$ cat src/rtl/branch_predictor.sv
// Fetch-side branch predictor: tagless direct-mapped table of 2-bit counters and targets,
// trained by the execute stage, with a registered one-cycle mispredict redirect.
module branch_predictor #(
    parameter int ENTRIES = 64,
    parameter int IDX_W   = $clog2(ENTRIES)
) (
    input  logic        clk,
    input  logic        rst_n,
    input  logic        if_valid_in,
    input  logic [31:0] if_pc_in,
    output logic        pred_taken_out,
    output logic [31:0] pred_target_out,
    input  logic        ex_branch_en_in,
    input  logic [31:0] ex_pc_in,
    input  logic        ex_is_compressed_in,
    input  logic        ex_taken_in,
    input  logic [31:0] ex_target_in,
    input  logic        ex_pred_taken_in,
    input  logic [31:0] ex_pred_target_in,
    output logic        mispredict_out,
    output logic [31:0] redirect_pc_out
);

    logic [1:0]  counter [ENTRIES];
    logic        valid   [ENTRIES];
    logic [31:0] target  [ENTRIES];

    logic [IDX_W-1:0] lookup_idx;
    logic [IDX_W-1:0] update_idx;
    logic [1:0]       counter_next;
    logic             mis;
    logic [31:0]      redirect_next;

    // Index is halfword-granular so compressed branches get their own slots.
    assign lookup_idx = if_pc_in[IDX_W:1];
    assign update_idx = ex_pc_in[IDX_W:1];

    always_comb begin
        pred_taken_out  = if_valid_in & valid[lookup_idx] & counter[lookup_idx][1];
        pred_target_out = pred_taken_out ? target[lookup_idx] : if_pc_in + 32'd4;
    end

    always_comb begin
        counter_next = counter[update_idx];
        if (ex_taken_in) begin
            if (counter[update_idx] != 2'b11) counter_next = counter[update_idx] + 2'b01;
        end else begin
            if (counter[update_idx] != 2'b00) counter_next = counter[update_idx] - 2'b01;
        end
    end

    always_comb begin
        mis = ex_branch_en_in &
              ((ex_taken_in != ex_pred_taken_in) |
               (ex_taken_in & ex_pred_taken_in & (ex_target_in != ex_pred_target_in)));
        redirect_next = ex_taken_in ? ex_target_in
                                    : ex_pc_in + (ex_is_compressed_in ? 32'd2 : 32'd4);
    end

    // NOTE: the whole table is reset (not just valid bits) so a mid-run reset leaves
    // every entry in a known weakly-not-taken state; this forces flops rather than RAM.
    always_ff @(posedge clk or negedge rst_n) begin
        if (!rst_n) begin
            for (int i = 0; i < ENTRIES; i++) begin
                counter[i] <= 2'b01;
                valid[i]   <= 1'b0;
                target[i]  <= 32'd0;
            end
        end else if (ex_branch_en_in) begin
            // NOTE: non-blocking writes keep same-cycle lookups seeing the pre-update entry.
            counter[update_idx] <= counter_next;
            if (ex_taken_in) begin
                target[update_idx] <= ex_target_in;
                valid[update_idx]  <= 1'b1;
            end
        end
    end

    always_ff @(posedge clk or negedge rst_n) begin
        if (!rst_n) begin
            mispredict_out  <= 1'b0;
            redirect_pc_out <= 32'd0;
        end else begin
            mispredict_out <= mis;
            if (mis) redirect_pc_out <= redirect_next;
        end
    end

endmodule

$ cat config.mk
export PLATFORM = sky130hd
export DESIGN_NAME = branch_predictor
export DESIGN_NICKNAME = d
export VERILOG_FILES = /design/src/rtl/branch_predictor.sv
export SDC_FILE = /design/constraint.sdc
export NUM_CORES = 2
export LEC_CHECK = 0
export ABC_AREA = 1
export ABC_CLOCK_PERIOD_IN_PS = 3100
export CAP_MARGIN = 20
export CORE_MARGIN = 4
export CORE_UTILIZATION = 55
export DETAILED_ROUTE_END_ITERATION = 12
export PLACE_DENSITY_LB_ADDON = 0.15
export SYNTH_ARGS = -nofsm -noshare
export SYNTH_HDL_FRONTEND = slang
export SYNTH_SLANG_ARGS = --single-unit
export TNS_END_PERCENT = 10
$ cat constraint.sdc
create_clock -name clk -period 3.1 [get_ports clk]
set_input_delay 0.465 -clock clk [delete_from_list [all_inputs] [get_ports clk]]
set_output_delay 0.465 -clock clk [all_outputs]
set_load 0.05 [all_outputs]
==> flow_summary.ini <==
[cts]
htreeDepth = 4
cts_buffers = 233
clk_pin_slew_ps = 60
cts_buffer_depth = 3
clk_latency_ps = 890
clock_sinks = 2273
cts_tree = done
clockRootBuffer = clkbuf_16

[yosys]
async_reset_ff_share_pct = 100
yosysWarnings = 0
ys_seq_area_share_pct = 54.3
yosys.area.top_type = dfrtp_1
synth-edff-count = 0
synth_fp_nets = 13400
synth.area.top_cells = dfrtp_1 (53%), nand2_1 (15%), o21ai_0 (14%)
synth-main-ff-cell = dfrtp_1
yosys_register_bits = 2273
synth_most_common_cell = nand2_1
ys_top_cells_by_count = nand2_1 (4164), o21ai_0 (3030), dfrtp_1 (2209)
postSynthCellCount = 13300
synthDominantCellAreaShare_pct = 52.7
synth_cell_types = 39
avgSynthCellArea_um2 = 7.89
syn-cell-area_um2 = 105000

[die]
die-area_um2 = 198000
chipHeight_um = 445
row_count = 160
core_region_area_um2 = 190000
initial_core_util_pct = 55.2
io_pins = 201
die_x_um = 445

[power]
p_seq_share_pct = 45.7
switching_power_mw = 20.0
combPwrFrac_pct = 13.2
p_per_area_nw_per_um2 = 582
power.leakage_nw = 58.5
p_int_mw = 53.3
totalPowerFinal_mw = 73.3
switching_share_pct = 27.3
clkPwrFrac_pct = 41.1
peakVddDrop_mv = 0.519

[timing]
finalSetupViolCount = 33
whs_ps = 74.8
fmax_mhz = 282
period_minus_slack_ps = 3540
tightest_slew_ps = 1060
finalWorstSetupSlack_ps = -443
fin_skew_ps = 13.1
slew_viol_final = 0
finalHoldViolations = 0
finalCritPeriodShare_pct = 114
slew_headroom_pct = 29.1
fin_tns_setup_ps = -11890
rsz0062_at_grt = true

[grt]
use_met3_pct = 9.54
gr-total-overflow = 0
grt_util_met1_pct = 52.8
grt-busiest-layer = met2
grtUsageMet2_pct = 58.7
grtUsageTotal_pct = 39.8
grt_pass1_vias = 94300
grt_pass1_wl_um = 599000
grt_max_degree = 121
grt_antenna_before_repair = 14

[worst_hold_path]
hp-start = ex_taken_in
hold_path_class = in2reg

[setup_path]
critPathSlowestCell = dfrtp_1
arrival_ps = 3080
critPathMaxFanout = 6
crit_type = reg2out
startpoint = counter[125]
cp-start-kind = register
r2r_start = counter[121]
critPathMaxStageDelay_ps = 390
endpoint_kind = output port
cp_common_cell = nand2_2
worstPathCellList = nand2_1, nand2_1, nand2_2, o21ai_4, nand2_2, nand3_2, nand3_2, nand2_2, nand2_2, nand2_4, buf_6, buf_12, buf_8, buf_6, nand3_4, nand2_4, buf_12
required_ps = 2630

[routing]
ant_nets = 0
dr.pass1.iters = 7
drt_wl_total_um = 399000
drtIter0Drc = 14400
vias = 99100
drc = 0
viasPerCell = 6.10
wire_per_inst_um = 24.5

[finish]
area_delta_synth_final_pct = 19.9
drive_gt1_share_pct = 13.0
final_util_pct = 66.2
fillerInstances = 15600
layout.nets = 13700

[placement]
gp_congestion = 1.01
io_buffers = 200
dpl.hpwl_um = 254000

[outcome]
violations = negative setup slack
outcome = finished with violations

[flow_run]
drv_cap = 0
==> cell usage in the layout (no fill, tap or decap), types with 13 or more instances in the layout <==
cell type / count
o21ai_1: 194
bufinv_16: 29
nand2_1: 4034
nand3_1: 222
or2_2: 68
o22ai_1: 206
dfrtp_1: 2209
nor3_1: 19
nand2_2: 118
inv_1: 254
nand4_1: 84
clkbuf_8: 58
a21oi_1: 103
buf_4: 601
clkdlybuf4s50_1: 158
xnor2_1: 39
xor2_1: 25
buf_6: 24
o21ai_0: 3001
dfstp_2: 64
nor2_2: 22
nand3_2: 37
clkinv_2: 44
o211ai_1: 40
clkbuf_16: 239
buf_12: 321
inv_2: 53
nor2_1: 1262
nand2_4: 13
clkbuf_1: 47
==> layer usage <==
layer	up-vias	wire (µm)
li1	43700	-
met1	48100	151000
met2	6027	171000
met3	1270	44600
met4	8	31600
met5	-	57
==> critical path: cells and delay by family (launching register included) <==
kind / cells / cell delay [ps]
AOI/OAI and AO/OA: 1 / 230
buffers and inverters: 5 / 690
DFF: 1 / 390
and+or+nand+nor: 11 / 850
==> final cells by class <==
cell class | count | area (µm²) | area share (%)
Sequential cell | 2273 | 57000 | 45.3
Multi-Input combinational cell | 9565 | 42900 | 34.1
Timing Repair Buffer | 1134 | 13400 | 10.6
Clock buffer | 339 | 6830 | 5.43
Tap cell | 2511 | 3140 | 2.50
Clock inverter | 97 | 1360 | 1.08
Inverter | 320 | 1220 | 0.969
Antenna cell | 6 | 15.0 | 0.0119
==> through the flow <==
step | instance area, µm² | setup WS (ps) | cells
floorplan | 105000 | 388 | 13300
global placement | 116000 | -872 | 15700
detailed placement | 116000 | -852 | 15700
CTS | 125000 | -428 | 16200
global route | 126000 | -536 | 16200
finish | 126000 | -443 | 16200
==> logic make-up (layout without fill, tap and decap cells) <==
| group | after synthesis | in the layout | share of synthesized area, % |
|---|---|---|---|
| compound gates | 3572 | 3572 | 17.4 |
| xor+xnor | 67 | 67 | 0.559 |
| fa+ha+maj | 5 | 5 | 0.0668 |
| mux | 2 | 2 | 0.0191 |
| other cells | 0 | 6 | 0 |
| flops | 2273 | 2273 | 54.3 |
| buf+inv | 1461 | 1890 | 5.67 |
| simple gates | 5919 | 5919 | 22.0 |
==> power by group through the flow <==
stage / Sequential (mW) / Clock [mW] / Combinational, mW
after floorplan: 33.8 / 0 / 4.77
after global placement: 33.8 / 0 / 8.98
after detailed placement: 33.9 / 0 / 9.17
after CTS: 33.4 / 30.3 / 9.37
after global routing: 33.7 / 31.5 / 10.6
final: 33.5 / 30.1 / 9.66
==> worst paths after layout <==
check	end	slack, ps	cells past startpoint
setup / recovery	pred_target_out[17]	-440	17
hold / removal	valid[41]	70	3
setup reg to reg	counter[99]	970	16
hold reg to reg	valid[37]	460	2
max in group asynchronous	target[1175]	1580	3
min in group asynchronous	target[1559]	290	2
==> state kept, by name (all words and copies together) (netlist names) <==
register	cells
valid	64
mispredict_out	1
redirect_pc_out	32
target	2048
counter	128
==> timing repair <==
item | 4_1_cts | 5_1_grt
hold endpoints to repair | 39 | 0
gates resized for setup | 144 | 120
endpoints found under the setup margin | 33 | 33
gates cloned | 4 | 5
pin swaps | 17 | 45
hold buffers | 1 | 0
setup buffers | 19 | 28
No activity file was read; power rests on OpenSTA's default activity.
